===== config.mk =====
export PLATFORM = sky130hd
export DESIGN_NAME = hazard_stall_ctrl
export DESIGN_NICKNAME = d
export VERILOG_FILES = /design/src/rtl/hazard_stall_ctrl_pkg.sv /design/src/rtl/hazard_stall_ctrl_sat_counter.sv /design/src/rtl/hazard_stall_ctrl.sv
export SDC_FILE = /design/constraint.sdc
export NUM_CORES = 1
export LEC_CHECK = 0
export ABC_CLOCK_PERIOD_IN_PS = 5000
export CORE_AREA = 4 4 87 89
export DETAILED_ROUTE_END_ITERATION = 16
export DIE_AREA = 0 0 91 93
export PLACE_DENSITY = 0.8
export SLEW_MARGIN = 20
export SYNTH_ARGS = -nofsm -noshare
export SYNTH_HDL_FRONTEND = slang
export SYNTH_SLANG_ARGS = --single-unit

===== constraint.sdc =====
create_clock -name clk -period 5 [get_ports clk]
set_input_delay 1.25 -clock clk [delete_from_list [all_inputs] [get_ports clk]]
set_output_delay 1.25 -clock clk [all_outputs]
set_load 0.05 [all_outputs]

===== src/rtl/hazard_stall_ctrl_pkg.sv =====
// -----------------------------------------------------------------------------
// hazard_stall_ctrl_pkg
// Shared types and constants for the pipeline hazard/stall sequencer:
//   - hazard_state_t : sequencer state (RUN, MEM_WAIT)
//   - RV32I major opcode constants used for source-register decoding
//   - uses_rs1 / uses_rs2 : which source fields an opcode actually reads
// -----------------------------------------------------------------------------
package hazard_stall_ctrl_pkg;

    typedef enum logic [0:0] {
        RUN      = 1'b0,
        MEM_WAIT = 1'b1
    } hazard_state_t;

    localparam logic [6:0] OPCODE_OP     = 7'b0110011;
    localparam logic [6:0] OPCODE_OPIMM  = 7'b0010011;
    localparam logic [6:0] OPCODE_BRANCH = 7'b1100011;
    localparam logic [6:0] OPCODE_STORE  = 7'b0100011;
    localparam logic [6:0] OPCODE_LOAD   = 7'b0000011;
    localparam logic [6:0] OPCODE_JALR   = 7'b1100111;
    localparam logic [6:0] OPCODE_LUI    = 7'b0110111;
    localparam logic [6:0] OPCODE_AUIPC  = 7'b0010111;
    localparam logic [6:0] OPCODE_JAL    = 7'b1101111;

    // True when the opcode reads its rs1 field as a register operand.
    function automatic logic uses_rs1(input logic [6:0] opcode);
        logic used;
        case (opcode)
            OPCODE_OP, OPCODE_BRANCH, OPCODE_STORE,
            OPCODE_OPIMM, OPCODE_LOAD, OPCODE_JALR: used = 1'b1;
            default:                                used = 1'b0;
        endcase
        return used;
    endfunction

    // True when the opcode reads its rs2 field as a register operand.
    function automatic logic uses_rs2(input logic [6:0] opcode);
        logic used;
        case (opcode)
            OPCODE_OP, OPCODE_BRANCH, OPCODE_STORE: used = 1'b1;
            default:                                used = 1'b0;
        endcase
        return used;
    endfunction

endpackage


===== src/rtl/hazard_stall_ctrl_sat_counter.sv =====
// -----------------------------------------------------------------------------
// sat_counter
// Saturating up-counter with synchronous active-low reset and synchronous
// clear. Priority: reset, clear, increment. Holds at all-ones.
// Ports:
//   clk      : clock
//   reset    : synchronous active-low reset
//   clr_i    : synchronous clear to zero
//   inc_i    : increment by one (unless saturated)
//   count_o  : current count (registered)
// -----------------------------------------------------------------------------
module sat_counter #(
    parameter int W = 32
) (
    input  logic         clk,
    input  logic         reset,
    input  logic         clr_i,
    input  logic         inc_i,
    output logic [W-1:0] count_o
);

    logic [W-1:0] count_q;
    logic [W-1:0] count_d;

    // Next-count selection: clear beats increment, increment stops at all-ones.
    always_comb begin
        count_d = count_q;
        if (clr_i) begin
            count_d = '0;
        end else if (inc_i && (count_q != {W{1'b1}})) begin
            count_d = count_q + {{(W-1){1'b0}}, 1'b1};
        end else begin
            count_d = count_q;
        end
    end

    // Count register with synchronous active-low reset.
    always_ff @(posedge clk) begin
        if (!reset) begin
            count_q <= '0;
        end else begin
            count_q <= count_d;
        end
    end

    assign count_o = count_q;

endmodule


===== src/rtl/hazard_stall_ctrl.sv =====
// -----------------------------------------------------------------------------
// hazard_stall_ctrl
// Hazard and stall sequencer for the 5-stage pipeline. Handles the hazards
// forwarding cannot: load-use, taken-branch squash and data-memory wait.
// Control outputs are combinational (same-cycle) from state and inputs.
// Ports:
//   clk, reset            : clock, synchronous active-low reset
//   id_instr_opcode_ip    : decode-stage opcode
//   id_rs1_ip, id_rs2_ip  : decode-stage source fields
//   ex_is_load_ip         : ID/EX instruction is a load
//   ex_dest_ip            : ID/EX destination register
//   ex_branch_taken_ip    : branch/jump resolved taken in EX
//   mem_req_ip            : EX/MEM instruction accesses data memory
//   mem_ready_ip          : data memory completes this cycle
//   cnt_clr_ip            : synchronous clear of both counters
//   pc_stall_op, if_id_stall_op, if_id_flush_op, id_ex_flush_op, freeze_op
//                         : pipeline control
//   stall_cycles_op       : saturating count of freeze / load-use stall cycles
//   flush_count_op        : saturating count of taken-branch flushes
//   state_op              : current hazard_state_t (debug)
// -----------------------------------------------------------------------------
module hazard_stall_ctrl
    import hazard_stall_ctrl_pkg::*;
#(
    parameter int CNT_W = 32
) (
    input  logic             clk,
    input  logic             reset,
    input  logic [6:0]       id_instr_opcode_ip,
    input  logic [4:0]       id_rs1_ip,
    input  logic [4:0]       id_rs2_ip,
    input  logic             ex_is_load_ip,
    input  logic [4:0]       ex_dest_ip,
    input  logic             ex_branch_taken_ip,
    input  logic             mem_req_ip,
    input  logic             mem_ready_ip,
    input  logic             cnt_clr_ip,
    output logic             pc_stall_op,
    output logic             if_id_stall_op,
    output logic             if_id_flush_op,
    output logic             id_ex_flush_op,
    output logic             freeze_op,
    output logic [CNT_W-1:0] stall_cycles_op,
    output logic [CNT_W-1:0] flush_count_op,
    output logic             state_op
);

    hazard_state_t state_q;
    hazard_state_t state_d;

    logic lu_s;
    logic freeze_s;
    logic eval_s;
    logic stall_inc_s;
    logic flush_inc_s;

    // Load-use detection; x0 destinations and unread source fields never match.
    always_comb begin
        lu_s = 1'b0;
        if (ex_is_load_ip && (ex_dest_ip != 5'd0)) begin
            lu_s = (uses_rs1(id_instr_opcode_ip) && (ex_dest_ip == id_rs1_ip)) ||
                   (uses_rs2(id_instr_opcode_ip) && (ex_dest_ip == id_rs2_ip));
        end else begin
            lu_s = 1'b0;
        end
    end

    // Next-state logic; eval_s marks cycles where branch/load-use rules apply.
    always_comb begin
        state_d  = state_q;
        freeze_s = 1'b0;
        eval_s   = 1'b0;
        case (state_q)
            RUN: begin
                // A request that completes in the same cycle needs no freeze.
                if (mem_req_ip && !mem_ready_ip) begin
                    freeze_s = 1'b1;
                    state_d  = MEM_WAIT;
                end else begin
                    eval_s   = 1'b1;
                end
            end
            MEM_WAIT: begin
                // The ready cycle is unfrozen and re-evaluates the held inputs.
                if (!mem_ready_ip) begin
                    freeze_s = 1'b1;
                end else begin
                    state_d  = RUN;
                    eval_s   = 1'b1;
                end
            end
            default: begin
                state_d = RUN;
            end
        endcase
    end

    // Output decode; everything is forced low while reset is asserted.
    always_comb begin
        pc_stall_op    = 1'b0;
        if_id_stall_op = 1'b0;
        if_id_flush_op = 1'b0;
        id_ex_flush_op = 1'b0;
        freeze_op      = 1'b0;
        stall_inc_s    = 1'b0;
        flush_inc_s    = 1'b0;
        if (!reset) begin
            freeze_op = 1'b0;
        end else if (freeze_s) begin
            freeze_op   = 1'b1;
            stall_inc_s = 1'b1;
        end else if (eval_s && ex_branch_taken_ip) begin
            // A coincident load-use is moot: the dependent instruction is squashed.
            if_id_flush_op = 1'b1;
            id_ex_flush_op = 1'b1;
            flush_inc_s    = 1'b1;
        end else if (eval_s && lu_s) begin
            pc_stall_op    = 1'b1;
            if_id_stall_op = 1'b1;
            id_ex_flush_op = 1'b1;
            stall_inc_s    = 1'b1;
        end else begin
            freeze_op = 1'b0;
        end
    end

    // State register with synchronous active-low reset.
    always_ff @(posedge clk) begin
        if (!reset) begin
            state_q <= RUN;
        end else begin
            state_q <= state_d;
        end
    end

    assign state_op = state_q;

    sat_counter #(.W(CNT_W)) u_stall_cnt (
        .clk     (clk),
        .reset   (reset),
        .clr_i   (cnt_clr_ip),
        .inc_i   (stall_inc_s),
        .count_o (stall_cycles_op)
    );

    sat_counter #(.W(CNT_W)) u_flush_cnt (
        .clk     (clk),
        .reset   (reset),
        .clr_i   (cnt_clr_ip),
        .inc_i   (flush_inc_s),
        .count_o (flush_count_op)
    );

endmodule

# Word-level counts from Yosys, hierarchy flattened

Index checks and enable logic that the tools add are counted.

Flip-flop bits (word level): 65
Bits in latches: 0
Memory bits (writable): 0
Bits in read-only memories: 0
Output and inout port bits: 70
Memories kept: 0

Add/subtract/negate cells: 2
$mul: 0
Divide/modulo/power cells: 0
Order comparisons: 0
Equal/unequal tests: 10
Shift operators: 0
Muxes and demuxes: 25
Bitwise logic cells: 2
Reductions and logical operators: 14

Operators by type and width:

| kind                  | number |
|---|---|
| $add 32x1->32 const B | 2 |
| $ne 32x32->1 const B  | 2 |
| $mux 1                | 23 |
| $eq 7x6->1 const B    | 2 |
| $eq 7x7->1 const B    | 2 |
| $eq 5x5->1            | 2 |
| $logic_and 1x1->1     | 8 |
| $eq 7x2->1 const B    | 1 |
| $eq 7x5->1 const B    | 1 |
| $reduce_or 6->1       | 1 |
| $reduce_bool 5->1     | 1 |
| $pmux 1 s2            | 2 |
| $reduce_or 3->1       | 1 |
| $not 1->1             | 2 |
| $reduce_or 2->1       | 1 |
| $logic_not 1->1       | 1 |
| $logic_or 1x1->1      | 1 |

# Depth between registers and ports, before layout

Gate-level depths: netlist (run 1).

Depth in word-level cells: 13
Gate-level depth with buffers: 9
Depth with buffers taken out: 7

# Cells and area by module

Synthesis (run 1) repeated with hierarchy kept, for this count alone.

Cells, all modules: 440
Area total of the unflattened synthesis: 3,597.2 sq um

By module, submodules not included:

| module            | times used | cells each | area each (sq um) | sequential area each (sq um) |
|---|---|---|---|---|
| sat_counter       | 2          | 203        | 1,667.8           | 640.6 |
| hazard_stall_ctrl | 1          | 34         | 261.5             | 20.0 |

# Worst setup path before layout (run 1)

No wires, ideal clock.

Path kind: input -> output
Start: input ex_dest_ip[3]
End: output pc_stall_op
Arrival: 2.978 ns
Data required time: 3.750 ns
Setup slack: 0.772 ns
Stages: 6
Buffers on the path: 1
Path through: xor2_1 nor4_2 a22o_1 nand4_1 nor2_1 buf_4

Word-level cells in the longest chain between the ends: 9

RTL lines:

| item                                 | RTL line                                         | source |
|---|---|---|
| start: declaration                   | hazard_stall_ctrl.sv:33                          | `input logic [4:0] ex_dest_ip,` |
| $eq 5x5->1 (on tied branches)        | hazard_stall_ctrl.sv:61, hazard_stall_ctrl.sv:62 |  |
| $logic_and 1x1->1 (on tied branches) | hazard_stall_ctrl.sv:61, hazard_stall_ctrl.sv:62 |  |
| $logic_or 1x1->1                     | hazard_stall_ctrl.sv:61                          | `lu_s = (uses_rs1(id_instr_opcode_ip) && (ex_dest_ip == id_rs1_ip)) \|\|` |
| $mux 1 *                             | hazard_stall_ctrl.sv:60                          | `if (ex_is_load_ip && (ex_dest_ip != 5'd0)) begin` |
| $logic_and 1x1->1 *                  | hazard_stall_ctrl.sv:117                         | `end else if (eval_s && lu_s) begin` |
| $mux 1 * (4 in series)               | -                                                |  |
| end: declaration                     | hazard_stall_ctrl.sv:38                          | `output logic pc_stall_op,` |

Every way passes the cells marked *; elsewhere a longest branch is shown, timed or not.

# Final worst setup path (run 1)

Start: input ex_dest_ip[0]
End: output if_id_stall_op

Word-level cells in the longest chain between the ends: 9

RTL lines:

| item                                 | RTL line                                         | source |
|---|---|---|
| $eq 5x5->1 (on tied branches)        | hazard_stall_ctrl.sv:61, hazard_stall_ctrl.sv:62 |  |
| $logic_and 1x1->1 (on tied branches) | hazard_stall_ctrl.sv:61, hazard_stall_ctrl.sv:62 |  |
| $logic_or 1x1->1                     | hazard_stall_ctrl.sv:61                          |  |
| $mux 1 *                             | hazard_stall_ctrl.sv:60                          |  |
| $logic_and 1x1->1 *                  | hazard_stall_ctrl.sv:117                         |  |
| $mux 1 *                             | hazard_stall_ctrl.sv:117                         |  |
| $mux 1 *                             | hazard_stall_ctrl.sv:112                         | `end else if (eval_s && ex_branch_taken_ip) begin` |
| $mux 1 *                             | hazard_stall_ctrl.sv:109                         | `end else if (freeze_s) begin` |
| $mux 1 *                             | hazard_stall_ctrl.sv:107                         | `if (!reset) begin` |
| end: declaration                     | hazard_stall_ctrl.sv:39                          | `output logic if_id_stall_op,` |

Marked as above.

==> run metrics, run 1 <==
wire length of the first global-routing pass 15.0 mm; number of hold buffers added after cts 0; Ports 99; cell type group with the largest total delay on the critical path buffers and inverters; arrival time at the worst endpoint 2.91 ns; top cell type's share of synthesized area 38.1%; Reg area 1300 um^2; effective utilization at floorplan 50.5%; maximum fanout along the worst path 4; count of vias placed by the detailed router around 3600; RSZ-0062 raised after global routing false; ANT cells 0; total congestion overflow 0; final non-filler cell area 4640 um^2; WL per Instance 15.1 um; vias in the first global route approximately 3200; Die W 91 um; detailed placement HPWL 6.52 mm; cells after synthesis 420; remaining antenna violation count 0; Leakage Power 1.52 nW; CP max stage cell sky130_fd_sc_hd__clkdlybuf4s50_1; register bit total from synthesis 65; fraction of registers with async set or reset after synthesis 0%; most common cell in the synthesized netlist sky130_fd_sc_hd__dfxtp_1; path category of the worst min-delay check reg -> reg; cell taking the most area after synthesis sky130_fd_sc_hd__dfxtp_1; Residual DRC 0; Cell Chain, Critical Path clkdlybuf4s50_1 -> xor2_1 -> nor4_1 -> a22o_1 -> nand4_1 -> nor2_1 -> buf_4; port bufs 98; Die Y-Extent 93 um; net count after synthesis 451; total negative slack for setup checks 0 ns; headroom to the max-slew limit 33.2%; clock latency on the worst-skew pair 0.34 ns; element type at the critical path end output port; total CTS buffers 9; stage delay of the slowest cell on the critical path 0.49 ns; synthesis-to-finish area growth 35.9%; deepest level of the CTS H-tree 3; dominant cells by area after synthesis sky130_fd_sc_hd__dfxtp_1, sky130_fd_sc_hd__xor2_1, sky130_fd_sc_hd__a21oi_1; most common library cells after synthesis sky130_fd_sc_hd__dfxtp_1, sky130_fd_sc_hd__nand2_1, sky130_fd_sc_hd__a21oi_1, sky130_fd_sc_hd__nor2_1, sky130_fd_sc_hd__nand3_1; endpoints failing hold 0; Peak VDD IR 0.175 mV; GRT Total Usage 21.2%; sequential fraction of the synthesis area between 30% and 40%; count of yosys warnings during synthesis 0; clock-pin slew on the worst setup and hold paths 0.07 ns; setup skew after layout 0.0112 ns; # Max-Cap Violations 0; area of the mapped netlist 3410 um^2; area of the multi-input gates between 2000 and 2500 um^2; dominant synthesized flop cell sky130_fd_sc_hd__dfxtp_1; Post-synth EDFFs 0; wire length reported by the detailed router 9.04 mm; GPL Wtd Cong about 0.82; CTS tree done; required time of the critical path 3.75 ns; Net count, final 545; root buffer selected by CTS sky130_fd_sc_hd__clkbuf_8; category of the worst setup path launch point input port; Std-Cell Rows 30; number of antenna violations at the first check in global routing 0; core area 6760 um^2; fraction of layout instances using a drive strength above 1 5.39%; slew at the pin closest to its max-slew limit 1.00 ns; pin count of the biggest net entering global routing between 50 and 60; maximum clock frequency 0.241 GHz; die area 8460 um^2; clock tree buffer depth 2; Detailed Routing Iterations Pass 1 5; mean number of vias per cell around 6.0; Final period util 83.2%; final max-slew violation count 0; post-layout min period 4.16 ns; number of distinct library cell variants in the gate-level netlist after synthesis 48; Resized cells post-CTS 0; fillers 580; total cell area at the placement stage 4410 um^2; mean area per synthesized cell 8.13 um^2; DRT iter0 DRCs 187; total power density per cell area roughly 230 nW/um^2; final setup violating endpoints 0; Setup CP Type in -> out; post-CTS setup-driven buffer insertion count 0; buffers and inverters on the worst path 2; total number of clock tree sinks 65; result of the run complete, no violations
metrics by stage:
stage / hold slack [ns] / worst slack [ns] / cells / util (%) / total power, mW
finish: 0.485 / 0.842 / 599 / 68.7 / 1.09
global route: 0.523 / 0.716 / 599 / 68.7 / 1.12
CTS: 0.493 / 0.835 / 599 / 68.6 / 1.09
detailed placement: 0.479 / 0.818 / 583 / 65.3 / 0.605
global placement: 0.462 / 0.878 / 583 / 65.3 / 0.604
floorplan: 0.679 / 0.772 / 420 / - / 0.570
where the power goes:
part | switching, mW | internal, mW
combinational | 0.0414 | 0.0332
sequential | 0.000898 | 0.518
clock | 0.213 | 0.283
tightest hold or removal path, delay by kind of cell (launching register included):
kind            cells  cell delay, ns
flops               1            0.33
simple gates        1            0.06
compound gates      1            0.05
registers in the layout, indices dropped and copies added, names as in the netlist:
signal	cells
u_flush_cnt.count_o	32
u_stall_cnt.count_o	32
state_op	1
cell type report:
type | count | area share (%)
Multi-Input combinational cell | 331 | 43.1
Sequential cell | 65 | 28.0
Timing Repair Buffer | 101 | 21.4
Clock buffer | 10 | 2.75
Tap cell | 80 | 2.16
Clock inverter | 6 | 2.00
Inverter | 6 | 0.485
cell usage in the layout (no fill, tap or decap), types with 10 or more instances in the layout:
cell type / count
sky130_fd_sc_hd__nand2_1: 34
sky130_fd_sc_hd__nand3_1: 28
sky130_fd_sc_hd__nor2_1: 33
sky130_fd_sc_hd__o31ai_1: 10
sky130_fd_sc_hd__or3_1: 21
sky130_fd_sc_hd__clkdlybuf4s50_1: 94
sky130_fd_sc_hd__and3_1: 13
sky130_fd_sc_hd__nand4_1: 20
sky130_fd_sc_hd__or4_1: 19
sky130_fd_sc_hd__and2_1: 11
sky130_fd_sc_hd__a21oi_1: 33
sky130_fd_sc_hd__dfxtp_1: 65
sky130_fd_sc_hd__o21ai_0: 26
sky130_fd_sc_hd__xor2_1: 27
kinds of logic after synthesis:
group	Yosys count	synth area share, %
and+or+nand+nor	209	34.1
AOI/OAI and AO/OA	89	15.6
DFF	65	38.1
xor gates and xnor gates	29	7.44
buffers and inverters	24	3.45
muxes	2	0.587
adders and majority gates	2	0.733
routing by layer:
layer  global-route usage [%]  wire length (um)  up-vias
met3                     4.26               536       11
met4                     6.78                97        0
met2                     35.3              4390      113
met5                        0                 0        -
li1                         -                 -     1755
met1                     27.7              4020     1690
worst paths after layout:
| path | startpoint | end | slack, ns | cells after the start |
|---|---|---|---|---|
| setup / recovery | ex_dest_ip[0] | if_id_stall_op | 0.84 | 7 |
| hold / removal | u_stall_cnt.count_o[6]$_SDFFE_PP0P_ | u_stall_cnt.count_o[6]$_SDFFE_PP0P_ | 0.48 | 2 |
| setup reg to reg | u_stall_cnt.count_o[0]$_SDFFE_PP0P_ | u_stall_cnt.count_o[30]$_SDFFE_PP0P_ | 2.10 | 8 |
| hold reg to reg | u_stall_cnt.count_o[6]$_SDFFE_PP0P_ | u_stall_cnt.count_o[6]$_SDFFE_PP0P_ | 0.48 | 2 |
(Power assumes the default switching activity.)
==> run 2: changes to the inputs <==
Settings changed: ABC_CLOCK_PERIOD_IN_PS 5000 to 3800, CORE_AREA 4 4 87 89 to 4 4 95 97, DIE_AREA 0 0 91 93 to 0 0 99 101, PLACE_DENSITY 0.8 to 0.7.
Clock period 5 ns to 3.8 ns, I/O delays scaled along.
==> run 2 against run 1 <==
  * Non-clock buffer count did not move
  * Total power rose by 22%
  * Die area rose by 18%
  * Clock-buffer cell count rose by 3
  * Combinational power rose by 38%
  * Worst setup slack got worse by 0.65 ns
==> run metrics, run 2 (same netlist as run 1, synthesis figures left out) <==
slew at the pin closest to its max-slew limit 0.672 ns (was 1.00 ns); Peak VDD IR 0.210 mV (was 0.175 mV); pin count of the biggest net entering global routing 63 (was 59); Final period util 95.1%; remaining antenna violation count 0 (unchanged); r2r worst-path depth 6 (was 8); combinational power share 7.7% (was 6.8%); result of the run complete, no violations (unchanged); wire length reported by the detailed router 9.10 mm (was 9.04 mm); fraction of layout instances using a drive strength above 1 5.60% (was 5.39%); worst setup slack after placement 0.0937 ns (was 0.818 ns); Power Internal 1.01 mW (was 834 uW); root buffer selected by CTS sky130_fd_sc_hd__clkbuf_8 (unchanged); worst setup path startpoint ex_dest_ip[3] (was ex_dest_ip[0]); top library cells by usage in the layout, fill and taps aside sky130_fd_sc_hd__clkdlybuf4s50_1, sky130_fd_sc_hd__dfxtp_1, sky130_fd_sc_hd__nand2_1 (unchanged); WL per Instance 14.6 um (was 15.1 um); ANT cells 0 (unchanged); synthesis-to-finish area growth 37.4% (was 35.9%); total CTS buffers 9 (unchanged); maximum clock frequency 0.277 GHz; most frequent standard cell in the layout excluding fill and tap cells sky130_fd_sc_hd__clkdlybuf4s50_1 (unchanged); net switching fraction of the power 23.5% (was 23.4%); detailed placement HPWL 6.56 mm (was 6.52 mm); wire length of the first global-routing pass 15.1 mm (was 15.0 mm); clock tree buffer depth 2 (unchanged); # Max-Cap Violations 0 (unchanged); Cell Chain, Critical Path clkdlybuf4s50_1 -> xor2_1 -> nor4_2 -> a22o_1 -> nand4_1 -> nor2_2 -> buf_12 (was clkdlybuf4s50_1 -> xor2_1 -> nor4_1 -> a22o_1 -> nand4_1 -> nor2_1 -> buf_4); maximum fanout along the worst path 3 (was 4); GPL Wtd Cong 0.837 (was 0.821); Die W 99 um (was 91 um); deepest level of the CTS H-tree 3 (unchanged); post-layout worst setup margin 0.188 ns (was 0.842 ns); CP max stage cell sky130_fd_sc_hd__clkdlybuf4s50_1 (unchanged); RSZ-0062 raised after global routing false (unchanged); setup skew after layout 0.00713 ns (was 0.0112 ns); buffers and inverters on the worst path 2 (unchanged); Std-Cell Rows 33 (was 30); total number of clock tree sinks 65 (unchanged); worst reg2reg startpoint u_flush_cnt.count_o[15]$_SDFFE_PP0P_ (was u_stall_cnt.count_o[0]$_SDFFE_PP0P_); cell type group with the largest total delay on the critical path simple AND/OR/NAND/NOR gates (was buffers and inverters); endpoints failing hold 0 (unchanged); element type at the critical path end output port (unchanged); GRT Total Usage 18.1% (was 21.2%); arrival time at the worst endpoint 2.66 ns (was 2.91 ns); post-layout min period approximately 3.6 ns; reported net switching power 311 uW (was 255 uW); stage delay of the slowest cell on the critical path 0.46 ns (was 0.49 ns); headroom to the max-slew limit 55.2% (was 33.2%); effective utilization at floorplan 42.0% (was 50.5%); clock-pin slew on the worst setup and hold paths 0.07 ns (about the same); Die Y-Extent 101 um (was 93 um); capture point of the critical path pc_stall_op (was if_id_stall_op); required time of the critical path 2.85 ns (was 3.75 ns); CTS tree done (unchanged); launch instance of the worst min-delay path u_stall_cnt.count_o[6]$_SDFFE_PP0P_ (unchanged); total negative slack for setup checks 0 ns (unchanged); path category of the worst min-delay check reg -> reg (unchanged); Leakage Power 1.52 nW (about the same); setup slack of the most critical reg-to-reg path 1.22 ns (was 2.10 ns); Detailed Routing Iterations Pass 1 4 (was 5); vias in the first global route 3135 (was 3175); total power density per cell area 283 nW/um^2 (was 235 nW/um^2); Ports 99 (unchanged); count of vias placed by the detailed router 3474 (was 3569); number of antenna violations at the first check in global routing 0 (unchanged); core area 8130 um^2 (was 6760 um^2); DRT iter0 DRCs 120 (was 187); final max-slew violation count 0 (unchanged); Setup CP Type in -> out (unchanged); Seq pwr share 51.5% (was 47.6%); final setup violating endpoints 0 (unchanged); Residual DRC 0 (unchanged); Net count, final 545 (unchanged); total congestion overflow 0 (unchanged); port bufs 98 (unchanged); critical path depth in cells 7 (unchanged); number of hold buffers added after cts 0 (unchanged); category of the worst setup path launch point input port (unchanged); share of power burned in the clock network 40.7% (was 45.5%); die area 10000 um^2 (was 8460 um^2); clock latency on the worst-skew pair 0.34 ns (about the same); mean number of vias per cell 5.58 (was 5.96); worst flop-to-flop path endpoint u_flush_cnt.count_o[13]$_SDFFE_PP0P_ (was u_stall_cnt.count_o[30]$_SDFFE_PP0P_)
## run 2: cell count changes in the layout (fill, tap and decap cells not counted), sizes merged
| cell | change |
|---|---|
| clkbuf | +3 |
| clkdlybuf4s50 | -1 |
| buf | +1 |
| clkinv | -1 |
| bufinv | -2 |
| clkinvlp | -1 |
## run 2: per-stage QoR
step	instances	utilization, %	area, um^2	power, mW	hold slack [ns]
after floorplan	420	-	3410	0.750	0.679
after global placement	608	55.4	4510	0.801	0.461
after detailed placement	608	55.4	4510	0.802	0.472
after CTS	623	57.6	4690	1.34	0.482
after global routing	623	57.7	4690	1.38	0.520
final	623	57.7	4690	1.33	0.478
## run 2: power by group through the flow
stage / Clock, mW / Combinational [mW] / Sequential (mW)
CTS: 0.555 / 0.104 / 0.683
detailed placement: 0 / 0.103 / 0.699
floorplan: 0 / 0.0478 / 0.702
finish: 0.540 / 0.103 / 0.683
global placement: 0 / 0.102 / 0.699
global route: 0.586 / 0.112 / 0.683
## run 2: metal layers
| layer | vias up | share of wire, % | GRT usage, % |
|---|---|---|---|
| met5 | - | 0 | 0 |
| met4 | 0 | 1.0 | 4.73 |
| met3 | 8 | 5.6 | 5.47 |
| met2 | 97 | 46 | 28.4 |
| met1 | 1617 | 47 | 24.5 |
| li1 | 1752 | - | - |
## run 2: repair_timing
item                                    CTS  global route
resized for setup                         0             1
buffers inserted                          0             0
endpoints found under the setup margin    0             2
## run 2: worst min path at each step
| stage | end | slack [ns] | depth (start not counted) |
|---|---|---|---|
| 2_1_floorplan | u_stall_cnt.count_o[6]$_SDFFE_PP0P_ | 0.68 | 2 |
| 3_3_place_gp | u_stall_cnt.count_o[6]$_SDFFE_PP0P_ | 0.46 | 2 |
| 3_5_place_dp | u_stall_cnt.count_o[6]$_SDFFE_PP0P_ | 0.47 | 2 |
| 4_1_cts | u_stall_cnt.count_o[6]$_SDFFE_PP0P_ | 0.48 | 2 |
| 5_1_grt | u_stall_cnt.count_o[6]$_SDFFE_PP0P_ | 0.52 | 2 |
| 6_report | u_stall_cnt.count_o[6]$_SDFFE_PP0P_ | 0.48 | 2 |
## run 2: cell type report
class                           count  area [um^2]
Multi-Input combinational cell    331         2000
Clock buffer                       13          169
Timing Repair Buffer              101         1050
Sequential cell                    65         1300
Inverter                            6         22.5
Fill cell                         754         3440
Clock inverter                      2         12.5
Tap cell                          105          131
## run 2: worst reg2reg max path, delay by kind of cell, from the launching register on
family          cells  cell delay [ns]
flops               1             0.42
buf+inv             1             0.08
simple gates        3             1.07
compound gates      2             0.91
==> run 3: changes to the inputs <==
Settings changed: CTS_CLUSTER_SIZE from default to 14.
==> results of run 3 <==
Same layout as run 2: the final DEF is identical, and so are final timing and power.
